### src/rtl/ran_health_packer.sv
// Online RCT/APT health monitor and MSB-first byte packer for the post-processed
// random bit stream, feeding a small first-word-fall-through byte FIFO.
module ran_health_packer #(
  parameter int WARMUP_BITS = 64,
  parameter int RCT_CUTOFF  = 32,
  parameter int APT_WINDOW  = 512,
  parameter int APT_CUTOFF  = 410,
  parameter int FIFO_DEPTH  = 4
) (
  input  logic                            clk,
  input  logic                            rst_n,
  input  logic                            enable,
  input  logic                            bit_in,
  input  logic                            bit_valid,
  input  logic                            clear_fail,
  output logic [7:0]                      byte_out,
  output logic                            byte_valid,
  input  logic                            byte_ready,
  output logic [$clog2(FIFO_DEPTH):0]     fifo_level,
  output logic                            overflow,
  output logic                            health_fail,
  output logic [1:0]                      fail_code
);

  localparam int PW = $clog2(FIFO_DEPTH);
  localparam int LW = PW + 1;
  localparam int RW = $clog2(RCT_CUTOFF + 1);
  localparam int AW = $clog2(APT_WINDOW);
  localparam int CW = $clog2(APT_CUTOFF + 1);
  localparam int WW = $clog2(WARMUP_BITS);

  typedef enum logic [1:0] {S_IDLE, S_WARMUP, S_RUN, S_FAIL} state_t;

  state_t        state_reg, state_next;
  logic [RW-1:0] rct_cnt_reg, rct_cnt_inc;
  logic          rct_last_reg;
  logic [AW-1:0] apt_pos_reg, apt_pos_inc;
  logic [CW-1:0] apt_cnt_reg, apt_cnt_inc;
  logic          apt_ref_reg;
  logic [WW-1:0] warm_cnt_reg;
  logic [7:0]    shift_reg;
  logic [2:0]    bit_cnt_reg;
  logic [1:0]    fail_code_reg;

  logic [7:0]    mem [FIFO_DEPTH];
  logic [PW-1:0] rd_ptr_reg, wr_ptr_reg, rd_ptr_next, wr_ptr_next;
  logic [LW-1:0] level_reg, level_next;
  logic [7:0]    head_reg, head_next;
  logic          overflow_reg;

  logic active, take, rct_trip, apt_trip, trip, warm_done;
  logic push_req, push_ok, pop, full, drop;
  logic [7:0] push_byte;

  assign active    = enable && (state_reg == S_WARMUP || state_reg == S_RUN);
  assign take      = active && bit_valid;

  // A zero run counter means no previous bit has been seen since the last clear.
  always_comb begin
    rct_cnt_inc = RW'(1);
    if (rct_cnt_reg != '0 && bit_in == rct_last_reg)
      rct_cnt_inc = rct_cnt_reg + RW'(1);
  end

  always_comb begin
    apt_cnt_inc = CW'(1);
    if (apt_pos_reg != '0)
      apt_cnt_inc = apt_cnt_reg + CW'(bit_in == apt_ref_reg);
    apt_pos_inc = (apt_pos_reg == AW'(APT_WINDOW - 1)) ? '0 : apt_pos_reg + AW'(1);
  end

  assign rct_trip  = take && (rct_cnt_inc == RW'(RCT_CUTOFF));
  assign apt_trip  = take && (apt_cnt_inc == CW'(APT_CUTOFF));
  assign trip      = rct_trip || apt_trip;
  assign warm_done = take && !trip && state_reg == S_WARMUP
                     && warm_cnt_reg == WW'(WARMUP_BITS - 1);
  assign push_byte = {shift_reg[6:0], bit_in};
  assign push_req  = take && !trip && state_reg == S_RUN && bit_cnt_reg == 3'd7;

  // FSM: state register
  always_ff @(posedge clk or negedge rst_n) begin
    if (!rst_n) state_reg <= S_IDLE;
    else        state_reg <= state_next;
  end

  // FSM: next state
  always_comb begin
    state_next = state_reg;
    if (!enable) begin
      state_next = S_IDLE;
    end else begin
      case (state_reg)
        S_IDLE:   state_next = S_WARMUP;
        S_WARMUP: if (trip) state_next = S_FAIL;
                  else if (warm_done) state_next = S_RUN;
        S_RUN:    if (trip) state_next = S_FAIL;
        S_FAIL:   if (clear_fail) state_next = S_WARMUP;
        default:  state_next = S_IDLE;
      endcase
    end
  end

  // FSM: outputs
  always_comb begin
    health_fail = (state_reg == S_FAIL);
    fail_code   = fail_code_reg;
  end

  always_ff @(posedge clk or negedge rst_n) begin
    if (!rst_n) begin
      rct_cnt_reg   <= '0;
      rct_last_reg  <= 1'b0;
      apt_pos_reg   <= '0;
      apt_cnt_reg   <= '0;
      apt_ref_reg   <= 1'b0;
      warm_cnt_reg  <= '0;
      shift_reg     <= '0;
      bit_cnt_reg   <= '0;
      fail_code_reg <= '0;
    end else if (!enable || (state_reg == S_FAIL && clear_fail)) begin
      rct_cnt_reg   <= '0;
      rct_last_reg  <= 1'b0;
      apt_pos_reg   <= '0;
      apt_cnt_reg   <= '0;
      apt_ref_reg   <= 1'b0;
      warm_cnt_reg  <= '0;
      shift_reg     <= '0;
      bit_cnt_reg   <= '0;
      fail_code_reg <= '0;
    end else if (take) begin
      rct_cnt_reg  <= rct_cnt_inc;
      rct_last_reg <= bit_in;
      apt_pos_reg  <= apt_pos_inc;
      apt_cnt_reg  <= apt_cnt_inc;
      if (apt_pos_reg == '0)
        apt_ref_reg <= bit_in;
      if (trip) begin
        fail_code_reg <= {apt_trip, rct_trip};
        shift_reg     <= '0;
        bit_cnt_reg   <= '0;
      end else if (state_reg == S_WARMUP) begin
        warm_cnt_reg <= warm_cnt_reg + WW'(1);
      end else begin
        shift_reg   <= push_byte;
        bit_cnt_reg <= bit_cnt_reg + 3'd1;
      end
    end
  end

  assign byte_valid = (level_reg != '0);
  assign pop        = byte_valid && byte_ready;
  assign full       = (level_reg == LW'(FIFO_DEPTH));
  assign push_ok    = push_req && (!full || pop);
  assign drop       = push_req && full && !pop;

  // A health trip flushes the FIFO so untested data is never delivered.
  always_comb begin
    rd_ptr_next = rd_ptr_reg + PW'(pop);
    wr_ptr_next = wr_ptr_reg + PW'(push_ok);
    level_next  = level_reg + LW'(push_ok) - LW'(pop);
    if (trip) begin
      rd_ptr_next = '0;
      wr_ptr_next = '0;
      level_next  = '0;
    end
    head_next = mem[rd_ptr_next];
    if (push_ok && wr_ptr_reg == rd_ptr_next)
      head_next = push_byte;
    if (level_next == '0)
      head_next = 8'h00;
  end

  always_ff @(posedge clk) begin
    if (push_ok) mem[wr_ptr_reg] <= push_byte;
  end

  always_ff @(posedge clk or negedge rst_n) begin
    if (!rst_n) begin
      rd_ptr_reg   <= '0;
      wr_ptr_reg   <= '0;
      level_reg    <= '0;
      head_reg     <= 8'h00;
      overflow_reg <= 1'b0;
    end else begin
      rd_ptr_reg <= rd_ptr_next;
      wr_ptr_reg <= wr_ptr_next;
      level_reg  <= level_next;
      head_reg   <= head_next;
      if (!enable)   overflow_reg <= 1'b0;
      else if (drop) overflow_reg <= 1'b1;
    end
  end

  assign byte_out   = head_reg;
  assign fifo_level = level_reg;
  assign overflow   = overflow_reg;

endmodule

### config.mk
export PLATFORM = sky130hd
export DESIGN_NAME = ran_health_packer
export DESIGN_NICKNAME = d
export VERILOG_FILES = /design/src/rtl/ran_health_packer.sv
export SDC_FILE = /design/constraint.sdc
export NUM_CORES = 1
export LEC_CHECK = 0
export CORE_MARGIN = 2
export CORE_UTILIZATION = 35
export CTS_BUF_LIST = sky130_fd_sc_hd__clkbuf_4 sky130_fd_sc_hd__clkbuf_8
export DETAILED_ROUTE_END_ITERATION = 8
export PLACE_DENSITY_LB_ADDON = 0.15
export SLEW_MARGIN = 20
export SYNTH_ARGS = -nofsm -noshare
export SYNTH_HDL_FRONTEND = slang
export SYNTH_SLANG_ARGS = --single-unit
### constraint.sdc
create_clock -name clk -period 11.8 [get_ports clk]
set_clock_uncertainty 0.1 [all_clocks]
set_input_delay 1.77 -clock clk [delete_from_list [all_inputs] [get_ports clk]]
set_output_delay 1.77 -clock clk [all_outputs]
set_load 0.03 [all_outputs]
After elaboration in Yosys (flattened, before gate mapping). Memory sizes are Yosys's and may differ from the RTL's. Cells that the tools add are included.

Add/sub/neg operators: 9. Reduce and logical (&&, ||, !) cells: 39. Multiplexer cells: 44. Equality and inequality tests: 18.

Operator list (count): $mux W9 (6); $mux W6 (7); $mux W7 (4); $mux W2 (10); $eq A9 B9 Y1 const B (2); $logic_and A1 B1 Y1 (16); $mux W8 (2); $mux W3 (5); $add A6 B1 Y6 const B (2); $eq A6 B6 Y1 const B (2); $add A9 B1 Y9 (1); $add A9 B1 Y9 const B (1); $logic_not A9 Y1 (1); $mux W1 (9); $reduce_bool A9 Y1 (1); $pmux W2 S4 (1); $reduce_bool A2 Y1 (4); $eq A3 B3 Y1 const B (2); $ne A3 B3 Y1 const B (2); $reduce_and A2 Y1 (3); $reduce_and A3 Y1 (2); $reduce_bool A6 Y1 (1); $add A2 B1 Y2 (2); $eq A2 B2 Y1 const B (2); other kinds (14) (22).

Memories: 1. RAM bits: 32. Register bits: 62. Output and inout bits: 16.

Memory list: mem (depth 4, width 8, rd ports 1, clocked after memory_dff 0, wr ports 1, line 45) `logic [7:0] mem [FIFO_DEPTH];`.

Logic depth before layout (Yosys ltp). Gate-level depths: netlist of run 1.

Depth in word-level cells: 16. Gate-level depth with buffers: 20.

Least setup slack after synthesis of run 1. OpenSTA, ideal clock, no wires.

Kind: input to register. From: input port bit_in. To: register head_reg[0] (netlist: byte_out[0]). Data arrival time: 5899 ps. Required time: 11632 ps. Slack: 5733 ps. Stages: 20. Cell sequence: clkbuf_1 -> xnor2_1 -> ha_1 -> ha_1 -> nand2_2 -> and3_2 -> o31ai_4 -> a2111oi_4 -> or3_1 -> buf_6 -> ha_1 -> inv_1 -> ha_1 -> inv_1 -> fa_1 -> xor2_1 -> xnor2_1 -> and3b_1 -> nor4_4 -> a32o_1.

Word-level cells in the longest chain between the ends: 16. Elaborated cells on any way between the ends: 26.

RTL lines: from (decl) (line 13) `input logic bit_in,`; $eq A1 B1 Y1 (on tied branches) (line 68, 61); $add A9 B1 Y9 or $logic_and A1 B1 Y1 (tied branches) (line 68, 61); $mux W9 or $mux W6 (tied branches) (line 67, 61); $eq A9 B9 Y1 or $eq A6 B6 Y1 (tied branches) (line 73, 72); $logic_and A1 B1 Y1 (on tied branches) (line 73, 72); $logic_or A1 B1 Y1 (line 74) `assign trip = rct_trip || apt_trip;`; $logic_not A1 Y1 (line 78) `assign push_req = take && !trip && state_reg == S_RUN && bit_cnt_reg == 3'd7;`; $logic_and A1 B1 Y1 (3 in series) (line 78); $logic_and A1 B1 Y1 (line 153) `assign push_ok = push_req && (!full || pop);`; $add A3 B1 Y3 (line 160) `level_next = level_reg + LW'(push_ok) - LW'(pop);`; $sub A3 B1 Y3 (line 160); $mux W3 (line 161) `if (trip) begin`; $logic_not A3 Y1 (line 169) `if (level_next == '0)`; $mux W8 (*) (line 169); net head_next[0] (line 48) `logic [7:0] head_reg, head_next;`; to (signal assigned) (line 188) `head_reg <= head_next;`; to (decl) (line 48).

The timed path passes the listed nets; every way through them passes the cells marked *. A chain may end at the register's enable or synchronous reset.

Worst setup path after layout of run 1.
From: input port bit_in. To: register head_reg[4] (netlist: byte_out[4]).

Word-level cells in the longest chain between the ends: 16. Elaborated cells on any way between the ends: 26.

RTL lines (line): $eq A1 B1 Y1 (on tied branches) (68, 61); $add A9 B1 Y9 or $logic_and A1 B1 Y1 (tied branches) (68, 61); $mux W9 or $mux W6 (tied branches) (67, 61); $eq A9 B9 Y1 or $eq A6 B6 Y1 (tied branches) (73, 72); $logic_and A1 B1 Y1 (on tied branches) (73, 72); $logic_or A1 B1 Y1 (*) (74); $logic_not A1 Y1 (78); $logic_and A1 B1 Y1 (3 in series) (78); $logic_and A1 B1 Y1 (153); $add A3 B1 Y3 (160); $sub A3 B1 Y3 (160); $mux W3 (161); $logic_not A3 Y1 (169); $mux W8 (*) (169); net head_next[4] (48).

Marks and branches as above.

==> flow_summary_export.csv, run 1 <==
group,metric,value,unit
layout,stdcell_area,0.00542,mm2
logic_synthesis,yosysUniqueCellTypes,65,
layout,antennaDiodeCount,0,
sta,tightest_slew,0.864,ns
floorplan,die_height,121,um
worst_hold_path,hold-path-endpoint,"overflow$_DFFE_PN0P_",
logic_synthesis,yosysWarnings,0,
layout,fin_util,40.6,%
logic_synthesis,synth_enable_flop_cells,32,
layout,syn_to_final_growth,12.7,%
critical_path,cp.required,12.02,ns
logic_synthesis,yosysTopAreaCell,"dfrtp_1",
layout,nets,484,
detailed_routing,routed_wl,11400,um
critical_path,path_buf_inv,3,
floorplan,initial_core_util,36.0,%
logic_synthesis,synthTopCellsByCount,"62 x dfrtp_1, 48 x nand2_1, 40 x o21ai_0",
clock_tree,clockBufferDepth,2,
worst_hold_path,hold_depth,1,
detailed_routing,vias,3480,
critical_path,max_stage_delay,0.75,ns
critical_path,cp-end-kind,"flip-flop",
layout,fin_cells,640,
critical_path,path_class,"input port to flip-flop",
worst_hold_path,hold_path_class,"flip-flop to flip-flop",
floorplan,dieWidth,121,um
detailed_routing,drtIter0Drc,226,
critical_path,cp-start-kind,"input port",
critical_path,cp_cell_sequence,"clkdlybuf4s50_1, xnor2_1, ha_1, ha_1, nand2_2, o21ai_0, nand4_1, a2111oi_4, or3_1, ha_1, inv_1, ha_1, inv_1, fa_1, xor2_1, xnor2_1, and3b_1, nor4_4, a32o_1",
power,pwr_density_cell,126,mW/mm2
layout,nFillCells,1333,
sta,setup_tns,0,ns
sta,fin_crit,6.82,ns
logic_synthesis,synth_top_area_share,32.3,%
clock_tree,htreeDepth,3,
critical_path,reg2reg_from,"apt_ref_reg$_DFFE_PN0P_",
floorplan,ios,23,
critical_path,rr_endpoint,"byte_out[4]$_DFF_PN0_",
power,p_leak,2.27,nW
clock_tree,cts_sinks,94,
detailed_routing,dr.pass1.iters,4,
placement,dpl_cell_area,0.00521,mm2
floorplan,dieArea,0.0147,mm2
run,drv_cap,0,
power,irDropWorstVdd,84.5,uV
clock_tree,clk_pin_slew,0.10,ns
logic_synthesis,seq_area_frac_synth,52.3,%
sta,period_share,57.8,%
logic_synthesis,async_flop_share,66.0,%
sta,hold_viol,0,
clock_tree,cts_setup_buffers,0,
critical_path,rrSetupSlack,6.76,ns
sta,hold_ws,0.411,ns
layout,multiInputGateArea,0.00219,mm2
detailed_routing,wl_per_cell,17.8,um
critical_path,crit_family,"simple AND/OR/NAND/NOR gates",
layout,drive_gt1_share,9.91,%
detailed_routing,drt_drc_violations_left,0,
critical_path,cp_max_fo,10,
logic_synthesis,synth_area_leaders,"dfrtp_1 32%, edfxtp_1 20%, ha_1 4.4%",
global_route,grt_max_degree,63,
status,outcome,"complete, no violations",
logic_synthesis,ys.flop_type,"dfrtp_1",
floorplan,rows,42,
clock_tree,cts_tree,"done",
sta,setup_ws,4.98,ns
placement,place_congestion,0.808,
logic_synthesis,ys_ff_latch,94,
clock_tree,cts_root_buffer,"clkbuf_8",
detailed_routing,antenna_left,0,
global_route,grt_pass1_wl,18800,um
critical_path,reg2reg_depth,18,
critical_path,slowest_stage,"clkdlybuf4s50_1",
sta,rsz0062_at_grt,"no",
clock_tree,cts_hold_buf,0,
clock_tree,cts_buffers,9,
global_route,overflow,0,
clock_tree,clock_latency,0.38,ns
power,power,0.681,mW
sta,slew_viol_final,0,
critical_path,arrival,7.03,ns
placement,port_buffers,22,
placement,hpwl,7830,um
critical_path,path_common_cell,"ha_1",
logic_synthesis,synth_nets,461,
clock_tree,post_cts_resized,0,
floorplan,core,0.0133,mm2
global_route,grt_antenna_before_repair,0,
sta,setup_viol,0,
logic_synthesis,synthCells,436,
placement,pre_cts_slack,4.61,ns
placement,dp_cells,624,
logic_synthesis,synth_area,0.00481,mm2
layout,register_area,0.00251,mm2
worst_hold_path,hp-start,"overflow$_DFFE_PN0P_",
global_route,grt_pass1_vias,3502,
global_route,grt_use_total,16.7,%
sta,max_freq,0.147,GHz
sta,slew-limit-headroom,42.2,%
logic_synthesis,avgSynthCellArea,11.0,um2
logic_synthesis,yosysMostFrequentCell,"dfrtp_1",
layout,largest_reg_flops,32,
detailed_routing,viasPerCell,5.44,
==> placed cells by master (no fill, tap or decap), types with 6 or more instances in the layout <==
| cell type | n |
|---|---|
| a21oi_1 | 20 |
| a32o_1 | 10 |
| and3_1 | 13 |
| clkbuf_8 | 9 |
| clkdlybuf4s50_1 | 21 |
| dfrtp_1 | 62 |
| edfxtp_1 | 32 |
| ha_1 | 17 |
| inv_1 | 9 |
| mux2i_1 | 13 |
| nand2_1 | 48 |
| nand2b_1 | 6 |
| nand3_1 | 10 |
| nand4_1 | 7 |
| nor2_1 | 29 |
| nor3_1 | 7 |
| o21ai_0 | 40 |
| o31ai_1 | 7 |
| or3_1 | 6 |
| or4_1 | 9 |
| xnor2_1 | 8 |
==> kinds of logic (layout without fill, tap and decap cells) <==
family	count (synthesis)	in the layout	synth area share, %
flip-flops	94	94	52.3
adder cells (fa/ha/maj)	18	18	4.84
XOR/XNOR	11	11	2.40
buffers and inverters	26	54	2.32
AO/OA/AOI/OAI	103	103	15.0
multiplexers	14	14	2.94
AND/OR/NAND/NOR	170	170	20.2
==> worst max-delay path by stage <==
stage	startpoint	to	slack, ns	cells past startpoint
3_5_place_dp	bit_in	byte_out[4]$_DFF_PN0_	4.61	19
3_3_place_gp	bit_in	byte_out[2]$_DFF_PN0_	4.77	19
5_1_grt	bit_in	byte_out[2]$_DFF_PN0_	4.59	19
6_report	bit_in	byte_out[4]$_DFF_PN0_	4.98	19
4_1_cts	bit_in	byte_out[4]$_DFF_PN0_	5.01	19
2_1_floorplan	bit_in	byte_out[0]$_DFF_PN0_	5.73	20
==> layout make-up <==
class                   instances  share of cell area [%]
multi-input cells             316                    40.4
flip-flops and latches         94                    46.4
repair buffers                 27                    4.67
clock buffers                   9                    2.29
well taps                     176                    4.06
clock inverters                 7                    1.48
inverters                      11                   0.762
==> report_power, final <==
group / internal, mW / switching (mW) / leakage (nW)
sequential: 0.346 / 0.0100 / 1.18
clock: 0.101 / 0.126 / 0.102
combinational: 0.0337 / 0.0638 / 0.981
==> per-layer routing <==
metal  routed length, um  global-route usage, %  vias up
met1                5190                   21.4     1744
met5                   0                      0        -
met3                 354                   4.42       15
met4                 150                   4.17        0
li1                    -                      -     1675
met2                5670                   28.2       46
Note: power is estimated with default switching activity, not from simulation.
==> inputs of run 2 (changes only) <==
clock period = 6.95 ns   (was 11.8 ns; I/O delays follow)
==> flow_summary_export.csv, run 2 (synthesized netlist as in run 1, its figures left out) <==
group,metric,value,unit
floorplan,ios,23,
critical_path,cp.required,7.16,ns
floorplan,dieArea,0.0147,mm2
layout,nets,485,
power,power.internal,0.783,mW
clock_tree,htreeDepth,3,
detailed_routing,dr.pass1.iters,4,
power,p_leak,2.27,nW
sta,slew_viol_final,0,
sta,slew-limit-headroom,43.7,%
global_route,grt_use_total,16.4,%
sta,fin_crit,5.82,ns
worst_hold_path,hold_path_class,"flip-flop to flip-flop",
global_route,grt_max_degree,63,
layout,nFillCells,1337,
clock_tree,clk_pin_slew,0.10,ns
global_route,grt_antenna_before_repair,0,
clock_tree,clock_latency,0.38,ns
layout,antennaDiodeCount,0,
layout,syn_to_final_growth,12.4,%
floorplan,die_height,121,um
sta,hold_ws,0.410,ns
floorplan,dieWidth,121,um
placement,hpwl,7720,um
critical_path,path_class,"input port to flip-flop",
critical_path,cp-end-kind,"flip-flop",
layout,drive_gt1_share,10.1,%
power,comb_power_share,14.5,%
placement,place_congestion,0.835,
critical_path,cp-start-kind,"input port",
power,irDropWorstVdd,165,uV
floorplan,core,0.0133,mm2
power,seqPwrFrac,53.7,%
floorplan,rows,42,
detailed_routing,routed_wl,11100,um
clock_tree,cts_setup_buffers,0,
sta,period_share,83.7,%
layout,mostFrequentLayoutCells,"62 x dfrtp_1, 48 x nand2_1, 40 x o21ai_0",
sta,tightest_slew,0.844,ns
sta,max_freq,0.172,GHz
layout,layout_commonest_cell,"dfrtp_1",
sta,setup_viol,0,
global_route,overflow,0,
layout,largest_reg_flops,32,
power,sw_frac_of_total,30.6,%
sta,rsz0062_at_grt,"no",
layout,fin_util,40.5,%
detailed_routing,wl_per_cell,17.4,um
clock_tree,cts_tree,"done",
detailed_routing,drt_drc_violations_left,0,
clock_tree,cts_hold_buf,0,
status,outcome,"complete, no violations",
power,power_frac_clock,31.7,%
clock_tree,clockBufferDepth,2,
clock_tree,cts_root_buffer,"clkbuf_8",
detailed_routing,vias,3416,
clock_tree,post_cts_resized,0,
power,pwr_density_cell,209,mW/mm2
detailed_routing,antenna_left,0,
critical_path,arrival,6.03,ns
placement,port_buffers,22,
detailed_routing,viasPerCell,5.33,
clock_tree,cts_buffers,9,
critical_path,cp_max_fo,9,
sta,setup_tns,0,ns
run,drv_cap,0,
placement,dp_cells,625,
global_route,grt_pass1_wl,18600,um
detailed_routing,drtIter0Drc,208,
power,power_switching,0.345,mW
floorplan,initial_core_util,36.0,%
clock_tree,cts_sinks,94,
layout,fin_cells,641,
global_route,grt_pass1_vias,3421,
sta,hold_viol,0,
## run 2: changes by cell type in the layout (fill, tap and decap cells not counted)
cell       previous run  this run
inv_6                 2         3
nor2_2                0         1
inv_8                 1         2
nor2_1               29        28
bufinv_16             1         0
clkinv_4              1         0
nor3b_1               4         5
nor3b_2               1         0
buf_4                 5         6
## run 2: stage by stage
step / setup WS, ns / cell area [um2] / power (mW)
after floorplan: 1.61 / 4810 / 0.726
after global placement: 0.917 / 5220 / 0.782
after detailed placement: 0.754 / 5220 / 0.783
after CTS: 1.14 / 5400 / 1.14
after global routing: 0.725 / 5400 / 1.19
final: 1.13 / 5400 / 1.13
## run 2: worst max-delay path: stages
cell and delay, ns:
clkdlybuf4s50_1 0.55, xnor2_1 0.15, ha_1 0.24, ha_1 0.32, nand2_2 0.16, o21ai_0 0.33, nand4_1 0.22, a2111oi_4 0.57
or3_1 0.30, ha_1 0.26, inv_1 0.06, ha_1 0.14, inv_1 0.05, fa_1 0.37, xor2_1 0.16, xnor2_1 0.15
and3b_1 0.26, nor4_4 0.47, a32o_1 0.25
## run 2: layout make-up
class	count	area [um2]	share of cell area (%)
inverter	11	41.3	0.764
multi-input combinational	316	2180	40.4
clock inverter	7	61.3	1.13
timing repair buffer	28	260	4.82
sequential	94	2510	46.5
clock buffer	9	124	2.29
tap	176	220	4.08
## run 2: worst paths after layout
path | slack (ns) | end | cells after the start | from
setup / recovery | 1.13 | byte_out[5]$_DFF_PN0_ | 19 | bit_in
hold / removal | 0.41 | overflow$_DFFE_PN0P_ | 1 | overflow$_DFFE_PN0P_
setup reg to reg | 1.90 | byte_out[5]$_DFF_PN0_ | 18 | apt_ref_reg$_DFFE_PN0P_
hold reg to reg | 0.41 | overflow$_DFFE_PN0P_ | 1 | overflow$_DFFE_PN0P_
max in group asynchronous | 5.46 | wr_ptr_reg[0]$_DFF_PN0_ | 2 | rst_n
min in group asynchronous | 0.75 | warm_cnt_reg[1]$_DFFE_PN0P_ | 2 | rst_n
## run 2: layer usage
layer,global-route usage (%),vias up,part of all wire (%)
li1,-,1678,-
met1,22.0,1672,47
met2,27.2,60,49
met3,4.04,6,3.3
met4,3.30,0,0.85
met5,0,-,0
## run 2: power by group through the flow
stage / Clock [mW] / Combinational (mW) / Sequential, mW
after detailed placement: 0 / 0.165 / 0.617
after global routing: 0.391 / 0.190 / 0.608
after CTS: 0.369 / 0.167 / 0.605
after global placement: 0 / 0.165 / 0.617
final: 0.358 / 0.164 / 0.606
after floorplan: 0 / 0.115 / 0.611
==> inputs of run 3 (changes only) <==
clock period = 4.8 ns   (was 6.95 ns; I/O delays follow)
==> flow_summary_export.csv, run 3 (synthesized netlist as in run 1, its figures left out) <==
group,metric,value,unit
sta,setup_viol,0,
power,pwr_density_cell,289,mW/mm2
floorplan,initial_core_util,36.0,%
global_route,met3_usage,2.54,%
clock_tree,cts_sinks,94,
detailed_routing,viasPerCell,5.35,
global_route,met1_usage,23.8,%
global_route,grt_antenna_before_repair,0,
layout,syn_to_final_growth,17.3,%
detailed_routing,drt_drc_violations_left,0,
global_route,grt_max_degree,43,
layout,fin_util,42.2,%
power,comb_power_share,16.1,%
layout,nets,511,
clock_tree,clock_latency,0.38,ns
clock_tree,cts_root_buffer,"clkbuf_8",
sta,period_share,92.5,%
sta,slew_viol_final,0,
power,seqPwrFrac,53.9,%
sta,rsz0062_at_grt,"no",
sta,max_freq,0.225,GHz
detailed_routing,wl_per_cell,17.2,um
layout,nFillCells,1301,
worst_hold_path,hold_path_class,"input port to async pin",
critical_path,slowest_stage,"or3_2",
layout,mostFrequentLayoutCells,"62 x dfrtp_1, 48 x nand2_1, 40 x o21ai_0",
placement,hpwl,8030,um
power,sw_frac_of_total,29.9,%
global_route,overflow,0,
layout,antennaDiodeCount,0,
floorplan,core,0.0133,mm2
critical_path,path_class,"input port to flip-flop",
layout,multiInputGateArea,0.00223,mm2
detailed_routing,antenna_left,0,
clock_tree,clk_pin_slew,0.10,ns
power,irDropWorstVdd,141,uV
status,outcome,"complete, no violations",
critical_path,cp.required,4.98,ns
floorplan,dieArea,0.0147,mm2
floorplan,ios,23,
floorplan,rows,42,
critical_path,cp_max_fo,8,
critical_path,cp-end-kind,"flip-flop",
layout,fin_cells,666,
critical_path,path_buf_inv,4,
detailed_routing,dr.pass1.iters,4,
sta,fin_crit,4.44,ns
placement,place_congestion,0.811,
power,power.internal,1.14,mW
power,power_switching,0.487,mW
global_route,grt_pass1_vias,3611,
critical_path,cp-start-kind,"input port",
run,drv_cap,0,
floorplan,dieWidth,121,um
detailed_routing,drtIter0Drc,227,
clock_tree,cts_buffers,9,
critical_path,cp_cell_sequence,"dlymetal6s2s_1, xnor2_2, ha_4, nand3_2, or3_2, nand4_1, a2111oi_4, or3_1, ha_1, inv_1, ha_1, inv_1, fa_1, xor2_1, xnor2_1, and3b_2, nor4_4, buf_4, a32o_1",
sta,slew-limit-headroom,49.9,%
sta,hold_viol,0,
sta,hold_ws,0.234,ns
critical_path,max_stage_delay,0.50,ns
layout,layout_commonest_cell,"dfrtp_1",
detailed_routing,routed_wl,11500,um
clock_tree,cts_hold_buf,0,
clock_tree,cts_tree,"done",
power,p_leak,2.41,nW
layout,register_area,0.00251,mm2
detailed_routing,vias,3561,
floorplan,die_height,121,um
critical_path,arrival,4.62,ns
global_route,grt_use_total,16.9,%
sta,setup_tns,0,ns
global_route,global_route.usage.met2,26.5,%
clock_tree,htreeDepth,3,
global_route,grt_pass1_wl,19000,um
placement,port_buffers,22,
global_route,grt-busiest-layer,"met2",
power,power_frac_clock,30.0,%
sta,tightest_slew,0.752,ns
clock_tree,clockBufferDepth,2,
layout,largest_reg_flops,32,
placement,dp_cells,649,
layout,drive_gt1_share,15.3,%
critical_path,crit_family,"simple AND/OR/NAND/NOR gates",
## run 3: cell count changes in the layout (fill, tap and decap cells not counted), sizes merged
| cell | before | now |
|---|---|---|
| buf | 7 | 33 |
| clkdlybuf4s50 | 21 | 20 |
| clkinv | 1 | 3 |
| dlymetal6s2s | 0 | 1 |
| inv | 16 | 13 |
## run 3: cell type report
cell class	instances	area share, %
flip-flops and latches	94	44.6
clock inverters	6	0.821
well taps	176	3.91
repair buffers	54	8.17
multi-input cells	316	39.6
inverters	11	0.732
clock buffers	9	2.20
## run 3: path summary, 6_finish.rpt
check	to	slack, ns	depth (start not counted)	start
setup / recovery	byte_out[6]$_DFF_PN0_	0.36	19	bit_in
hold / removal	apt_pos_reg[3]$_DFFE_PN0P_	0.23	1	rst_n
setup reg to reg	byte_out[6]$_DFF_PN0_	0.46	18	apt_ref_reg$_DFFE_PN0P_
hold reg to reg	overflow$_DFFE_PN0P_	0.41	1	overflow$_DFFE_PN0P_
max in group asynchronous	warm_cnt_reg[5]$_DFFE_PN0P_	3.62	2	rst_n
min in group clk	overflow$_DFFE_PN0P_	0.41	1	overflow$_DFFE_PN0P_
## run 3: timing repair
action / 4_1_cts / 5_1_grt
pin swaps: 2 / 3
buffers inserted: 1 / 1
cloned: 0 / 0
endpoints found under the setup margin: 8 / 8
gates resized for setup: 1 / 2
hold endpoints to repair: 0 / 0
## run 3: power by group through the flow
| stage | Combinational, mW | Sequential [mW] | Clock (mW) |
|---|---|---|---|
| 3_3_place_gp | 0.257 | 0.892 | 0 |
| 2_1_floorplan | 0.171 | 0.886 | 0 |
| 4_1_cts | 0.264 | 0.878 | 0.504 |
| 3_5_place_dp | 0.257 | 0.893 | 0 |
| 5_1_grt | 0.299 | 0.884 | 0.538 |
| 6_report | 0.262 | 0.878 | 0.489 |
## run 3: layer usage
| metal | wire (um) | vias to the layer above | part of all wire, % |
|---|---|---|---|
| met3 | 381 | 11 | 3.3 |
| met1 | 5680 | 1774 | 49 |
| li1 | - | 1729 | - |
| met4 | 186 | 0 | 1.6 |
| met2 | 5230 | 47 | 46 |
| met5 | 0 | - | 0 |
## run 3: through the flow
step | area, um2 | power [mW] | worst slack, ns
3_3_place_gp | 5430 | 1.15 | -0.338
2_1_floorplan | 4850 | 1.06 | 0.0140
6_report | 5640 | 1.63 | 0.360
5_1_grt | 5640 | 1.72 | 0.148
4_1_cts | 5620 | 1.65 | 0.0564
3_5_place_dp | 5430 | 1.15 | -0.414
